### src/rtl/recv_queue.sv
// Receive FIFO: single-clock queue with sticky overflow and a saturating drop counter.
// Status outputs come only from registered state; out_data is a combinational read at tail.
module recv_queue #(
    parameter int WIDTH = 8,
    parameter int DEPTH = 8
) (
    input  logic                     clk,
    input  logic                     rst,
    input  logic                     new_in,
    input  logic [WIDTH-1:0]         newdata,
    input  logic                     out_ready,
    input  logic                     clear_ovf,
    output logic                     out_valid,
    output logic [WIDTH-1:0]         out_data,
    output logic                     qfull,
    output logic                     qempty,
    output logic [$clog2(DEPTH):0]   count,
    output logic                     overflow,
    output logic [7:0]               drop_cnt
);

    localparam int              AW       = $clog2(DEPTH);
    localparam logic [AW:0]     FULL_CNT = (AW+1)'(DEPTH);
    localparam logic [AW:0]     CNT_ONE  = (AW+1)'(1);
    localparam logic [AW-1:0]   PTR_ONE  = AW'(1);

    logic [WIDTH-1:0] mem [DEPTH];
    logic [AW-1:0]    head;
    logic [AW-1:0]    tail;
    logic             push;
    logic             pop;
    logic             drop;

    function automatic logic [7:0] sat_inc(input logic [7:0] v);
        return (v == 8'hFF) ? v : v + 8'd1;
    endfunction

    assign qempty    = (count == '0);
    assign qfull     = (count == FULL_CNT);
    assign out_valid = ~qempty;
    assign out_data  = mem[tail];

    // A full queue still accepts a word when the oldest one leaves in the same cycle.
    assign pop  = out_ready & out_valid;
    assign push = new_in & (~qfull | pop);
    assign drop = new_in & qfull & ~pop;

    // Storage is data only and is never reset; a stale entry is unreachable once pointers clear.
    always_ff @(posedge clk) begin
        if (push) begin
            mem[head] <= newdata;
        end
    end

    always_ff @(posedge clk) begin
        if (!rst) begin
            head  <= '0;
            tail  <= '0;
            count <= '0;
        end else begin
            if (push) begin
                head <= head + PTR_ONE;
            end
            if (pop) begin
                tail <= tail + PTR_ONE;
            end
            if (push && !pop) begin
                count <= count + CNT_ONE;
            end else if (pop && !push) begin
                count <= count - CNT_ONE;
            end
        end
    end

    // A drop in the same cycle as clear_ovf wins, leaving a fresh count of one.
    always_ff @(posedge clk) begin
        if (!rst) begin
            overflow <= 1'b0;
            drop_cnt <= 8'd0;
        end else if (drop) begin
            overflow <= 1'b1;
            drop_cnt <= clear_ovf ? 8'd1 : sat_inc(drop_cnt);
        end else if (clear_ovf) begin
            overflow <= 1'b0;
            drop_cnt <= 8'd0;
        end
    end

endmodule

### config.mk
export PLATFORM = sky130hd
export DESIGN_NAME = recv_queue
export DESIGN_NICKNAME = d
export VERILOG_FILES = /design/src/rtl/recv_queue.sv
export SDC_FILE = /design/constraint.sdc
export NUM_CORES = 1
export LEC_CHECK = 0
export CORE_MARGIN = 5
export CORE_UTILIZATION = 30
export DETAILED_ROUTE_END_ITERATION = 16
export PLACE_DENSITY = 0.52
export SLEW_MARGIN = 10
export SYNTH_ARGS = -nofsm -noshare
export SYNTH_HDL_FRONTEND = slang
export SYNTH_SLANG_ARGS = --single-unit
### constraint.sdc
create_clock -name clk -period 4.65 [get_ports clk]
set_clock_uncertainty 0.1 [all_clocks]
set_input_delay 0.465 -clock clk [delete_from_list [all_inputs] [get_ports clk]]
set_output_delay 0.465 -clock clk [all_outputs]
set_load 0.01 [all_outputs]
# Word-level counts from Yosys, hierarchy flattened
# Memories as Yosys holds them, arrays and structs flattened. A register that Yosys moved wholly into a read port is not among the register bits.
# Index checks and enable logic that the tools add are counted.
# classes
n_eq_ne	3
n_shift	0
n_mul	0
n_lt_le_gt_ge	0
div_mod_pow	0
bitwise_logic	8
n_reduce_logical	8
add_sub_neg	5
mux	12
# op_table
operator	n
two-way mux 8 bit	4
adder 8 x 1 -> 8 bit, second input constant	1
== test 8 bit, second input constant	1
two-way mux 4 bit	2
adder 3 x 1 -> 3 bit, second input constant	2
two-way mux 3 bit	2
adder 4 x 1 -> 4 bit, second input constant	1
AND 1 bit	4
== test 4 bit, second input constant	1
logical NOT 4 bit	1
two-way mux 1 bit	4
nonzero test 2 bit	2
subtractor 4 x 1 -> 4 bit, second input constant	1
inverter 1 bit	3
logical AND 1 bit	2
logical NOT 1 bit	2
inequality test 2 bit, second input constant	1
AND reduction 2 bit	1
bitwise OR 1 bit	1
# totals
word_cells	42
input_bits	13
register_bits	19
ram_bits	64
mem_count	1
output_inout_bits	24
rom_bits	0
latch_bits	0
# memory_table
name	depth	width	rd	rd_clocked_by_memory_dff	write_ports	line	text
mem	8	8	1	1	1	27	logic [WIDTH-1:0] mem [DEPTH];

# Longest topological paths before layout
# Gate-level depths: netlist (run 1).
# depth
ltp_word	9
mapped_depth	10
ltp_nobuf	10

# Worst setup path after synthesis (run 1)
# Ideal clock, no wire load.
# synth_timing
path_type	flip-flop to flip-flop
startpoint	register count[0]
endpoint	register count[3]
path_slack_ps	1846
arrival_ps	2632
required_ps	4478
path_stages_with_launch	11
setup_ps	72
n_path_buf	0
synth_period_minus_slack_ps	2804
path_cell_list	dfxtp_1 -> or4b_4 -> o21ai_1 -> inv_1 -> ha_1 -> inv_1 -> ha_1 -> a21oi_1 -> a211oi_1 -> a31oi_1 -> mux2i_1
# synth_between
elab_chain_cells	8
elab_cells_between_ends	16
cone_classes	add/sub: 2; eq/ne: 1; mux: 2; bitwise: 5; reduce/logical: 6
# synth_rtl
item	line	text
start: declaration	17	output logic [$clog2(DEPTH):0] count,
start signal: assignment	68	count <= count + CNT_ONE;
start signal: assignment	70	count <= count - CNT_ONE;
logical NOT 4 bit	38	assign qempty = (count == '0);
inverter 1 bit	40	assign out_valid = ~qempty;
AND 1 bit	44	assign pop = out_ready & out_valid;
bitwise OR 1 bit *	45	assign push = new_in & (~qfull | pop);
AND 1 bit *	45	
via push	30	logic push;
logical NOT 1 bit	69	end else if (pop && !push) begin
logical AND 1 bit	69	
nonzero test 2 bit (no line)	-	
# Mark *: on every way through the listed nets, which the timed path passes. The rest lies on a longest branch. The select of a mux whose other input is x is not followed.
# A chain may end at the register's enable or synchronous reset.

# Worst setup path in the final report (run 1)
# Same ends and word-level chain as after synthesis.

==> flow_summary.toml, run 1 <==
[outcome]
run_status = "complete, no violations"

[clock_tree]
tritoncts = "yes"
cts_sinks = 86
root_buffer = "clkbuf_16"
hold_buffers = 0
post_cts_resized = 0
htreeDepth = 3
cts_inserted_buffers = 9
path_clk_slew_ns = 0.06
clk_latency_ns = 0.33
cts_setup_buffers = 0
cts_buffer_depth = 2

[synth]
synthFlopType = "edfxtp_1"
syn_avg_cell_area_um2 = 15.8
synth-edff-count = 64
ys_seq_area_share_pct = 66.0
ys_ff_latch = 86
yosys_warnings = 0
async_reset_ff_share_pct = 0
yosys.cell_types.count = 44
yosys.area.top_type = "edfxtp_1"
syn_area_um2 = 3580
syn-instance-count = 227
yosys-top-cells-area = "edfxtp_1 (54%), dfxtp_1 (12%), mux4_2 (10%)"
syn-num-nets = 247
netlist.area_leader.share_pct = 53.7

[placement]
place_hpwl_um = 4480
gp_congestion = 0.737
port_buffers = 36

[critical_path]
worstPathCellList = "or4b_4 -> o21ai_1 -> inv_1 -> ha_1 -> inv_1 -> ha_1 -> a21oi_1 -> a211oi_1 -> a31oi_1 -> mux2i_1"
slowest_delay_ns = 0.60
critPathKind = "reg -> reg"
cp.required_ns = 4.81
crit_path_start_kind = "flop"
cp.arrival_ns = 3.37
cp_max_fo = 6
end_kind = "flop"
slowest_stage = "or4b_4"

[pwr]
fin_total_pwr_mw = 2.18
power_leakage_nw = 1.42
powerDensity_nw_per_um2 = 493
ir_worst_vdd_v = 0.000293

[detailed_routing]
final_antenna_net_count = 0
drt_iter0_drc = 119
viasPerCell = 4.70
drt-total-wl_um = 7090
drcViolationCount = 0
first_pass_iters = 4
wire_per_inst_um = 17.0
route.vias.total = 1965

[run]
cap_violations = 0

[grt]
track_usage_pct = 10.5
first_global_vias = 2112
grt_pass1_wl_um = 11500
antenna_found_initial = 0
overflow = 0
grt_max_degree = 17

[finish]
final_net_count = 290
final_layout_size_suffix_gt1_share_pct = 19.3
nFillCells = 1084
antenna_cells = 0
area_growth_pct = 23.7

[timing]
maxSlewHeadroom_pct = 36.8
hold_viol = 0
min_period_ns = 3.21
clock.fmax_mhz = 311
setup_tns_ns = 0
tightest_slew_ns = 0.943
finalMaxSlewViolations = 0
setup_violations = 0
grt_setup_unrepaired = "false"
fin_crit_sh_pct = 69.1

[floorplanning]
initial_core_util_pct = 30.9
dieHeight_um = 119
rows = 39
ioPinCount = 37
die_w_um = 119
core_um2 = 11600
die_area_um2 = 14200

[worst_hold_path]
hold_path.class = "reg -> reg"
[cell usage after synthesis, types with 2 or more instances]
cell,number
buf_1,2
a41oi_1,2
nand3_1,6
dfxtp_1,22
a31oi_1,2
mux2_2,8
nand2_1,14
o21ai_0,5
nand4_1,2
nor4_1,2
buf_2,2
edfxtp_1,64
nor3b_1,2
a21boi_0,4
nor2b_1,3
xnor2_1,6
a21oi_1,4
mux2i_1,3
inv_1,6
nand2b_1,3
nor3_1,5
and2_1,8
clkbuf_1,5
ha_1,6
a211oi_1,2
o211ai_1,2
o31ai_1,2
mux4_2,16
nor2_1,4
[layout make-up]
cell class	count	area, um^2	area share [%]
sequential	86	2360	53.4
multi-input combinational	124	1160	26.2
timing repair buffer	42	405	9.16
clock buffer	11	233	5.26
tap	143	179	4.04
clock inverter	5	57.6	1.30
inverter	7	27.5	0.622
[state kept, by name (all words and copies together) (netlist names), named ones only]
register / flops
drop_cnt: 8
head: 3
tail: 3
overflow: 1
mem: 64
count: 4
[final timing paths]
path	startpoint	to	slack, ns	depth (start not counted)
setup / recovery	count[0]	count[3]	1.44	10
hold / removal	overflow	overflow	0.38	2
setup reg to reg	count[0]	count[3]	1.44	10
hold reg to reg	overflow	overflow	0.38	2
[worst max-delay path: cells and delay by family (launching register included)]
kind | cells | cell delay [ns]
muxes | 1 | 0.19
DFF | 1 | 0.38
adders and majority gates | 2 | 0.55
and+or+nand+nor | 1 | 0.60
buffers and inverters | 2 | 0.32
AOI/OAI and AO/OA | 4 | 1.01
[layer usage]
layer	track usage, %	vias to the layer above	routed length, um	share of wire (%)
li1	-	971	-	-
met1	14.1	944	3490	49
met2	16.4	41	3220	45
met3	3.55	9	308	4.3
met4	2.61	0	72	1.0
met5	0	-	0	0
[stage by stage]
stage,cell area (um^2),hold WS (ns),utilization [%],setup slack [ns],cells
floorplan,3580,0.367,-,1.85,227
global placement,4130,0.374,35.7,1.52,402
detailed placement,4130,0.376,35.7,1.43,402
CTS,4420,0.386,38.3,1.48,418
global route,4420,0.427,38.3,1.25,418
finish,4420,0.383,38.3,1.44,418
[power breakdown]
part	internal, mW	switching [mW]	leakage (nW)
sequential	0.880	0.0545	0.760
combinational	0.322	0.228	0.528
clock	0.416	0.278	0.134
total	1.62	0.561	1.42
[layout by cell type (no fill, tap or decap), types with 2 or more instances in the layout]
| master | n |
|---|---|
| edfxtp_1 | 64 |
| clkdlybuf4s50_1 | 36 |
| dfxtp_1 | 22 |
| mux4_2 | 16 |
| nand2_1 | 14 |
| clkbuf_16 | 9 |
| mux2_2 | 8 |
| and2_1 | 8 |
| inv_1 | 6 |
| xnor2_1 | 6 |
| nand3_1 | 6 |
| ha_1 | 6 |
| buf_4 | 6 |
| o21ai_0 | 5 |
| nor2_1 | 4 |
| a21boi_0 | 4 |
| a21oi_1 | 4 |
| nor3_1 | 3 |
| mux2i_1 | 3 |
| nor2b_1 | 3 |
| nand2b_1 | 3 |
| nor3_2 | 2 |
| nor3b_1 | 2 |
| nand4_1 | 2 |
| o31ai_1 | 2 |
| a41oi_1 | 2 |
| a211oi_1 | 2 |
| a31oi_1 | 2 |
| o211ai_1 | 2 |
| clkinvlp_4 | 2 |
| clkbuf_1 | 2 |
[logic make-up (layout without fill, tap and decap cells)]
kind of cell / Yosys count / after routing / synth area share (%)
flops: 86 / 86 / 66.0
simple gates: 59 / 59 / 9.65
mux: 27 / 27 / 13.4
compound gates: 25 / 25 / 4.58
buf+inv: 17 / 65 / 2.17
fa+ha+maj: 7 / 7 / 2.66
xor+xnor: 6 / 6 / 1.47
Note: power is estimated with default switching activity, not from simulation.
==> run 2: changes to the inputs <==
==> constraint.sdc (replaced) <==
create_clock -name clk -period 3.1 [get_ports clk]
set_clock_uncertainty 0.1 [all_clocks]
set_input_delay 0.31 -clock clk [delete_from_list [all_inputs] [get_ports clk]]
set_output_delay 0.31 -clock clk [all_outputs]
set_load 0.01 [all_outputs]
==> run 2 against run 1 <==
  * Non-clock buffer count is 5 higher
  * Utilization is 0.23 points higher
  * Highest routed layer unchanged
  * Critical endpoint unchanged
  * Via count is 1.7% higher
  * Sequential share of layout area is 0.32 points lower
==> flow_summary.toml, run 2 (same netlist as run 1, synthesis figures left out) <==
[outcome]
run_status = "complete, no violations"

[floorplanning]
initial_core_util_pct = 30.9
dieHeight_um = 119
ioPinCount = 37
rows = 39
core_um2 = 11600
die_area_um2 = 14200
die_w_um = 119

[finish]
top_regs = "mem: 64 flops, drop_cnt: 8 flops, count: 4 flops"
area_growth_pct = 24.4
largest_reg_flops = 64
antenna_cells = 0
final_common_cell = "edfxtp_1"
final_layout_size_suffix_gt1_share_pct = 21.1
fin_area_um2 = 4450
layout_common_cells = "edfxtp_1 (64), clkdlybuf4s50_1 (36), dfxtp_1 (22), mux4_2 (16), nand2_1 (14)"
fin_util_pct = 38.5
top_register = "mem"
final_net_count = 295
nFillCells = 1089

[detailed_routing]
first_pass_iters = 4
final_antenna_net_count = 0
viasPerCell = 4.72
drt-total-wl_um = 7000
wire_per_inst_um = 16.6
route.vias.total = 1998
drt_iter0_drc = 119
drcViolationCount = 0

[critical_path]
r2r_cells = 10
crit_path_start_kind = "flop"
cp.arrival_ns = 2.97
cp_max_fo = 6
critPathKind = "reg -> reg"
cp.required_ns = 3.27
end_kind = "flop"

[clock_tree]
path_clk_slew_ns = 0.07
cts_buffer_depth = 2
cts_inserted_buffers = 9
clk_latency_ns = 0.34
tritoncts = "yes"
cts_setup_buffers = 0
htreeDepth = 3
hold_buffers = 0
post_cts_resized = 0
cts_sinks = 86
root_buffer = "clkbuf_16"

[timing]
setup_tns_ns = 0
min_period_ns = 2.80
maxSlewHeadroom_pct = 45.3
clock.fmax_mhz = 357
tightest_slew_ns = 0.818
finalMaxSlewViolations = 0
fin_crit_sh_pct = 90.3
grt_setup_unrepaired = "false"
worst_slack_ns = 0.300
setup_violations = 0
hold_viol = 0

[pwr]
powerDensity_nw_per_um2 = 738
power_leakage_nw = 1.44
ir_worst_vdd_v = 0.000372

[placement]
gp_congestion = 0.753
port_buffers = 36
pre_cts_slack_ns = 0.327
placed_area_um2 = 4160
place_hpwl_um = 4550

[grt]
grt_pass1_wl_um = 11200
track_usage_pct = 10.4
antenna_found_initial = 0
grt_max_degree = 18
first_global_vias = 2087
overflow = 0

[worst_hold_path]
hold_path.class = "reg -> reg"
hold_depth = 2

[run]
cap_violations = 0
[run 2: layout make-up]
cell class / instances / area, um^2 / share of cell area [%]
Sequential cell: 86 / 2360 / 53.1
Multi-Input combinational cell: 124 / 1150 / 25.8
Timing Repair Buffer: 47 / 443 / 9.95
Clock buffer: 9 / 225 / 5.06
Tap cell: 143 / 179 / 4.02
Clock inverter: 7 / 63.8 / 1.43
Inverter: 7 / 27.5 / 0.618
[run 2: power by group]
| part | internal, mW | switching (mW) | total [mW] |
|---|---|---|---|
| registers | 1.32 | 0.0563 | 1.38 |
| logic | 0.491 | 0.374 | 0.865 |
| clock network | 0.563 | 0.481 | 1.04 |
[run 2: layer usage]
| layer | global-route usage [%] | vias up | routed length [um] |
|---|---|---|---|
| li1 | - | 979 | - |
| met2 | 15.8 | 40 | 3210 |
| met3 | 4.41 | 12 | 381 |
| met4 | 3.26 | 0 | 112 |
| met5 | 0 | - | 0 |
| met1 | 13.5 | 967 | 3300 |
[run 2: path summary, 6_finish.rpt]
kind / slack [ns] / startpoint / to
worst max-delay path: 0.30 / count[0] / count[3]
worst min-delay path: 0.39 / overflow / overflow
worst max register to register: 0.30 / count[0] / count[3]
worst min register to register: 0.39 / overflow / overflow
[run 2: stage by stage]
step                hold WS, ns  power (mW)  std cells
detailed placement        0.388        2.28        407
global placement          0.374        2.27        407
global route              0.430        3.47        423
floorplan                 0.309        1.95        227
finish                    0.393        3.28        423
CTS                       0.402        3.34        423
[run 2: worst max-delay path, cell delays in order, from the launching register on]
cell	delay, ns
dfxtp_1	0.38
or4b_4	0.60
o21ai_1	0.19
inv_1	0.11
ha_1	0.22
inv_1	0.13
ha_1	0.28
a21oi_1	0.21
a211oi_1	0.10
a31oi_1	0.21
mux2i_1	0.20
